**config.mk**
```make
export PLATFORM = sky130hd
export DESIGN_NAME = periph_mem_ctrl
export DESIGN_NICKNAME = d
export VERILOG_FILES = /design/src/rtl/periph_mem_ctrl.sv
export SDC_FILE = /design/constraint.sdc
export NUM_CORES = 1
export LEC_CHECK = 0
export ABC_AREA = 1
export CORE_MARGIN = 2
export CORE_UTILIZATION = 45
export CTS_BUF_LIST = sky130_fd_sc_hd__clkbuf_4 sky130_fd_sc_hd__clkbuf_8
export DETAILED_ROUTE_END_ITERATION = 6
export PLACE_DENSITY = 0.89
export SYNTH_ARGS = -nofsm -noshare
export SYNTH_HDL_FRONTEND = slang
export SYNTH_SLANG_ARGS = --single-unit
```
**constraint.sdc**
```tcl
create_clock -name clk -period 4.3 [get_ports clk]
set_input_delay 0.86 -clock clk [delete_from_list [all_inputs] [get_ports clk]]
set_output_delay 0.86 -clock clk [all_outputs]
set_load 0.005 [all_outputs]
```
**src/rtl/periph_mem_ctrl.sv**
```systemverilog
// CPU-side memory controller: routes single-word accesses either to an external
// asynchronous SRAM (with programmable wait states) or to a small peripheral window.
module periph_mem_ctrl #(
    parameter int unsigned          DATAWIDTH   = 16,
    parameter int unsigned          ADDRWIDTH   = 16,
    parameter logic [ADDRWIDTH-5:0] PERIPH_TAG  = 12'hFDF,
    parameter int unsigned          WAIT_STATES = 2
) (
    input  logic                 clk,
    input  logic                 reset,
    input  logic                 req,
    input  logic                 we,
    input  logic [ADDRWIDTH-1:0] addr,
    input  logic [DATAWIDTH-1:0] wdata,
    output logic [DATAWIDTH-1:0] rdata,
    output logic                 ack,
    output logic                 err,
    output logic                 busy,
    output logic                 sram_ce_n,
    output logic                 sram_oe_n,
    output logic                 sram_we_n,
    output logic [ADDRWIDTH-1:0] sram_addr,
    output logic [DATAWIDTH-1:0] sram_dout,
    input  logic [DATAWIDTH-1:0] sram_din,
    output logic                 ctrlr_re,
    output logic [1:0]           ctrlr_addr,
    input  logic [DATAWIDTH-1:0] ctrlr_din,
    output logic                 audio_we,
    output logic [1:0]           audio_addr,
    output logic [DATAWIDTH-1:0] audio_dout,
    output logic                 timer_re,
    input  logic [DATAWIDTH-1:0] timer_din
);

    typedef enum logic [1:0] {IDLE, SRAM_ACC, PERIPH, RESP} state_t;

    localparam logic [2:0] LAST_CNT = 3'(WAIT_STATES);

    state_t                 state_q, state_d;
    logic [2:0]             cnt_q, cnt_d;
    logic [ADDRWIDTH-1:0]   addr_q, addr_d;
    logic                   we_q, we_d;
    logic [DATAWIDTH-1:0]   wdata_q, wdata_d;
    logic [DATAWIDTH-1:0]   rdata_q, rdata_d;
    logic                   err_q, err_d;

    logic                   sram_last;
    logic                   p_ctrl, p_audio, p_timer, p_err;

    assign sram_last = (cnt_q == LAST_CNT);

    // Peripheral offset decode; anything not a legal load/store pair is an error.
    assign p_ctrl  = (addr_q[3:2] == 2'd0) && !we_q;
    assign p_audio = (addr_q[3:2] == 2'd1) &&  we_q;
    assign p_timer = (addr_q[3:0] == 4'd8) && !we_q;
    assign p_err   = !(p_ctrl || p_audio || p_timer);

    always_ff @(posedge clk or posedge reset) begin
        if (reset) begin
            state_q <= IDLE;
            cnt_q   <= '0;
            addr_q  <= '0;
            we_q    <= 1'b0;
            wdata_q <= '0;
            rdata_q <= '0;
            err_q   <= 1'b0;
        end else begin
            state_q <= state_d;
            cnt_q   <= cnt_d;
            addr_q  <= addr_d;
            we_q    <= we_d;
            wdata_q <= wdata_d;
            rdata_q <= rdata_d;
            err_q   <= err_d;
        end
    end

    always_comb begin
        state_d = state_q;
        cnt_d   = cnt_q;
        addr_d  = addr_q;
        we_d    = we_q;
        wdata_d = wdata_q;
        rdata_d = rdata_q;
        err_d   = err_q;
        case (state_q)
            IDLE: begin
                if (req) begin
                    addr_d  = addr;
                    we_d    = we;
                    wdata_d = wdata;
                    cnt_d   = '0;
                    state_d = (addr[ADDRWIDTH-1:4] == PERIPH_TAG) ? PERIPH : SRAM_ACC;
                end
            end
            SRAM_ACC: begin
                if (sram_last) begin
                    cnt_d   = '0;
                    rdata_d = we_q ? '0 : sram_din;
                    err_d   = 1'b0;
                    state_d = RESP;
                end else begin
                    cnt_d = cnt_q + 3'd1;
                end
            end
            PERIPH: begin
                err_d   = p_err;
                state_d = RESP;
                if (p_ctrl)       rdata_d = ctrlr_din;
                else if (p_timer) rdata_d = timer_din;
                else              rdata_d = '0;
            end
            RESP:    state_d = IDLE;
            default: state_d = IDLE;
        endcase
    end

    always_comb begin
        busy       = (state_q != IDLE);
        ack        = (state_q == RESP);
        err        = (state_q == RESP) && err_q;
        rdata      = rdata_q;
        sram_ce_n  = 1'b1;
        sram_oe_n  = 1'b1;
        sram_we_n  = 1'b1;
        sram_addr  = '0;
        sram_dout  = '0;
        ctrlr_re   = 1'b0;
        ctrlr_addr = '0;
        audio_we   = 1'b0;
        audio_addr = '0;
        audio_dout = '0;
        timer_re   = 1'b0;
        case (state_q)
            SRAM_ACC: begin
                sram_ce_n = 1'b0;
                sram_addr = addr_q;
                sram_dout = wdata_q;
                sram_oe_n = we_q;
                // Last cycle of a store is a hold cycle, unless it is the only cycle.
                sram_we_n = !(we_q && (!sram_last || (LAST_CNT == 3'd0)));
            end
            PERIPH: begin
                if (p_ctrl) begin
                    ctrlr_re   = 1'b1;
                    ctrlr_addr = addr_q[1:0];
                end
                if (p_audio) begin
                    audio_we   = 1'b1;
                    audio_addr = addr_q[1:0];
                    audio_dout = wdata_q;
                end
                if (p_timer) timer_re = 1'b1;
            end
            default: ;
        endcase
    end

endmodule

```
Yosys cells after proc, flatten, opt, wreduce, memory -nomap -nowiden. Cells that the tools add are included.

Output and inout bits: 77. Register bits after elaboration: 55. Input port bits: 84.

Reduce and logical (&&, ||, !) cells: 20. Equality and inequality tests: 9. Add/sub/neg operators: 1. Muxes and demuxes: 31.

Operators by type and width (count): $mux W16 (8); $pmux W16 S2 (1); $mux W2 (7); $eq A12 B12 Y1 const B (1); $mux W1 (10); $pmux W2 S4 (1); $reduce_and A2 Y1 (4); $mux W3 (2); $pmux W3 S2 (1); $reduce_bool A2 Y1 (3); $logic_and A1 B1 Y1 (5); $eq A2 B1 Y1 const B (2); $eq A2 B2 Y1 const B (2); $eq A4 B4 Y1 const B (1); $logic_not A1 Y1 (4); $logic_not A2 Y1 (2); $ne A2 B2 Y1 const B (2); $add A3 B1 Y3 const B (1); $eq A3 B2 Y1 const B (1); $logic_or A1 B1 Y1 (2); $pmux W1 S2 (1).

Depth between registers and ports, before layout.
Depth in word-level cells: 6. Depth in mapped cells: 11.

Worst setup path after synthesis. OpenSTA, ideal clock, no wires.

Kind: register to output. From: reg state_q[0]. To: out audio_addr[0]. Stages on the path, launching flop included: 9. Path buffers: 2. Setup slack: 2.030 ns. Required time: 3.440 ns. Data arrival time: 1.410 ns. Cell sequence: dfrtp_1 > inv_1 > ha_1 > buf_2 > inv_1 > nor2_1 > inv_2 > buf_2 > nor2_1.

Cells in the longest elaborated chain, start to end: 2.

Ends and longest elaborated chain: start: declaration (RTL line 39) `state_t state_q, state_d;`; start signal: assignment (RTL line 68) `state_q <= state_d;`; $eq A2 B2 Y1 (RTL line 134) `case (state_q)`; $mux W2 (RTL line 134); end: declaration (RTL line 29) `output logic [1:0] audio_addr,`.

No other way between the ends.

Final worst setup path.
From: reg state_q[0]. To: out audio_dout[13].

Cells in the longest elaborated chain, start to end: 2.

Ends and longest elaborated chain: $eq A2 B2 Y1 (RTL line 134); $mux W16 (RTL line 134); end: declaration (RTL line 30) `output logic [DATAWIDTH-1:0] audio_dout,`.

No other way between the ends.

==> out/metrics.csv <==
stage;metric;value;unit
power_and_ir_drop;clock power share;0.112;
yosys;Ys Warns;0;
placement;pre-CTS setup slack;1.25;ns
critical_path;CP endpoint;audio_dout[13];
timing;Slew headroom;0.260;
global_routing;number of antenna violations at the first check in global routing;0;
floorplanning;Die Y;88.4;um
clock_tree;clock sinks;55;
critical_path;reg2reg setup slack;2.04;ns
clock_tree;H-tree depth;2;
placement;placed cell count;714;
clock_tree;Post-CTS Hold Buffers;0;
routing;DRT iter0 DRCs;155;
routing;DRC violations left;0;
routing;Vias per Instance;4.72;
layout;# fillers;549;
power_and_ir_drop;Leakage Power;2.57;nW
critical_path;critical path capture point type;output port;
run_status;status;finished clean;
yosys;flops & latches, synth;55;
yosys;most common cell in the netlist;nand2_1;
yosys;Net Count, Synth;564;
yosys;cell count after synthesis;476;
timing;setup tns final;0;ns
timing;worst-margin pin slew;1.11;ns
yosys;post-synth top area share;0.429;
floorplanning;Starting Density;0.469;
routing;Routed Antenna Nets;0;
timing;Layout Skew;0.00873;ns
clock_tree;CTS tree;done;
placement;Placed Area;0.00485;sq mm
yosys;top cells by count, synth;nand2_1, inv_1, dfrtp_1, nor2_1;
layout;Nets;713;
global_routing;vias in the first global route;3214;
clock_tree;Clock Root Buffer;clkbuf_8;
placement;HPWL after DPL;7.29;mm
routing;Initial DRT Pass Iterations;4;
yosys;Cell Area, Synth;0.00321;sq mm
critical_path;critical path peak fanout;36;
routing;Routed WL;9.63;mm
yosys;EDFF count, synth;0;
floorplanning;row cnt;30;
critical_path;Reg2Reg Capture Point;wdata_q[12];
critical_path;crit path from;state_q[0];
critical_path;Worst Path Required;3.44;ns
critical_path;Worst Reg2Reg Path Length in Cells;5;
timing;Final min period;3.40;ns
floorplanning;Core Area;0.00683;sq mm
global_routing;total track usage;0.238;
clock_tree;clk slew on worst S/H paths;0.10;ns
layout;Multi-input gate area;0.00141;sq mm
timing;WHS;0.489;ns
timing;final hold vios;0;
yosys;Synth Area per Inst;6.74;sq um
global_routing;grt total ovfl;0;
layout;design area;0.00495;sq mm
routing;Via Count;3407;
timing;final setup fails;0;
clock_tree;Worst-Skew Late Latency;0.30;ns
clock_tree;TritonCTS Buffers;5;
layout;layout cells sized above 1;0.0543;
yosys;cell taking the most area after synthesis;dfrtp_1;
power_and_ir_drop;Switch Pwr;1.24;mW
timing;RSZ-0062 raised after global routing;no;
power_and_ir_drop;Comb power frac;0.569;
layout;Area Overhead vs Synth;54.4;%
floorplanning;# IOs;161;
clock_tree;post-CTS resize count;0;
routing;WL per Instance;13.3;um
power_and_ir_drop;switch share;0.435;
critical_path;startpoint types;flip-flop;
power_and_ir_drop;power density cells;574;mW/mm^2
floorplanning;Die Wd;88.4;um
timing;Achievable Freq;0.294;GHz
yosys;register area share after synthesis;0.429;
clock_tree;post-CTS setup buffers;0;
timing;final worst slack;0.899;ns
power_and_ir_drop;part of the power in registers;0.319;
global_routing;global-route wire length before repair;14.8;mm
floorplanning;die footprint;0.00782;sq mm
hold_path;Hold WC Path Type;reg -> reg;
global_routing;largest net degree at the start of global routing;55;
power_and_ir_drop;Int Power;1.61;mW
layout;Register Area;0.00138;sq mm
yosys;Most used DFF post-synth;dfrtp_1;
yosys;Netlist cell types;23;
placement;final RePlAce weighted congestion;0.817;
flow_run;Max-cap violations;0;
layout;non-filler cells, final;722;
timing;max-slew violation count;0;
critical_path;critical path arrival;2.54;ns
yosys;post-synthesis async set-or-reset flop share;1.00;
placement;PortBufs;160;
critical_path;critical path type;reg -> out;
critical_path;RR Startpoint;state_q[0];
yosys;leading cell types by total area after synthesis;dfrtp_1, nand2_1, inv_1;
timing;crit share post-route;0.791;
layout;antenna cells;0;
power_and_ir_drop;IR drop worst, VDD;0.273;mV
clock_tree;CTS max path bufs;2;
power groups by stage:
stage / sequential [mW] / combinational (mW) / clock, mW
after floorplan: 0.883 / 0.930 / 0
after detailed placement: 0.915 / 1.62 / 0
final: 0.909 / 1.62 / 0.317
after global placement: 0.897 / 1.56 / 0
after CTS: 0.906 / 1.63 / 0.326
after global routing: 0.936 / 1.81 / 0.345
cell families after synthesis:
| group | after synthesis | synth area share |
|---|---|---|
| AO/OA/AOI/OAI | 27 | 0.0437 |
| AND/OR/NAND/NOR | 284 | 0.378 |
| adder cells (fa/ha/maj) | 4 | 0.0156 |
| buffers and inverters | 105 | 0.131 |
| flip-flops | 55 | 0.429 |
| XOR/XNOR | 1 | 0.00273 |
per-stage QoR:
stage	total power, mW	util
floorplan	1.81	-
global placement	2.46	0.710
detailed placement	2.53	0.710
CTS	2.86	0.725
global route	3.10	0.725
finish	2.84	0.725
state kept, by name, indices dropped and copies added (netlist names):
name	cells
state_q	2
we_q	1
err_q	1
wdata_q	16
cnt_q	3
rdata	16
addr_q	16
worst max-delay path, stage by stage, from the launching register on:
cell and delay (ns):
dfrtp_1 0.42, inv_1 0.10, ha_1 0.15, buf_4 0.38, inv_1 0.15, nor2_1 0.19, inv_2 0.16, nor2_1 0.15
clkdlybuf4s50_1 0.53
layer usage:
layer / global-route usage / vias to the layer above / part of all wire
met5: 0 / - / 0
met2: 0.431 / 155 / 0.48
met3: 0.0681 / 8 / 0.11
met1: 0.282 / 1524 / 0.40
li1: - / 1720 / -
met4: 0.0455 / 0 / 0.0090
layout by cell type (no fill, tap or decap):
cell type / n
dfrtp_1: 55
nand2_2: 1
nor2_4: 2
inv_1: 77
buf_4: 3
a31oi_1: 1
nand3_1: 10
nand4_1: 19
xor2_1: 1
nor3_1: 1
inv_2: 7
nand3_2: 10
clkbuf_4: 1
nor2_1: 31
o21ai_2: 1
clkbuf_8: 7
nand2_1: 208
ha_1: 4
nor2_2: 2
clkdlybuf4s50_1: 160
o21ai_0: 19
o21ai_1: 6
how the worst min path moves through the flow:
| stage | start | end | slack [ns] | cells past startpoint |
|---|---|---|---|---|
| 2_1_floorplan | addr_q[15] | addr_q[15] | 0.45 | 2 |
| 3_3_place_gp | rdata[4] | rdata[4] | 0.46 | 2 |
| 3_5_place_dp | rdata[2] | rdata[2] | 0.46 | 2 |
| 4_1_cts | rdata[2] | rdata[2] | 0.49 | 2 |
| 5_1_grt | addr_q[4] | addr_q[4] | 0.53 | 2 |
| 6_report | rdata[8] | rdata[8] | 0.49 | 2 |
area by class of cell:
cell class	instances	area share
clock buffer	8	0.0210
inverter	84	0.0637
multi-input combinational	316	0.285
sequential	55	0.278
tap	96	0.0243
timing repair buffer	163	0.328
Power figures use the tool's default switching activity.
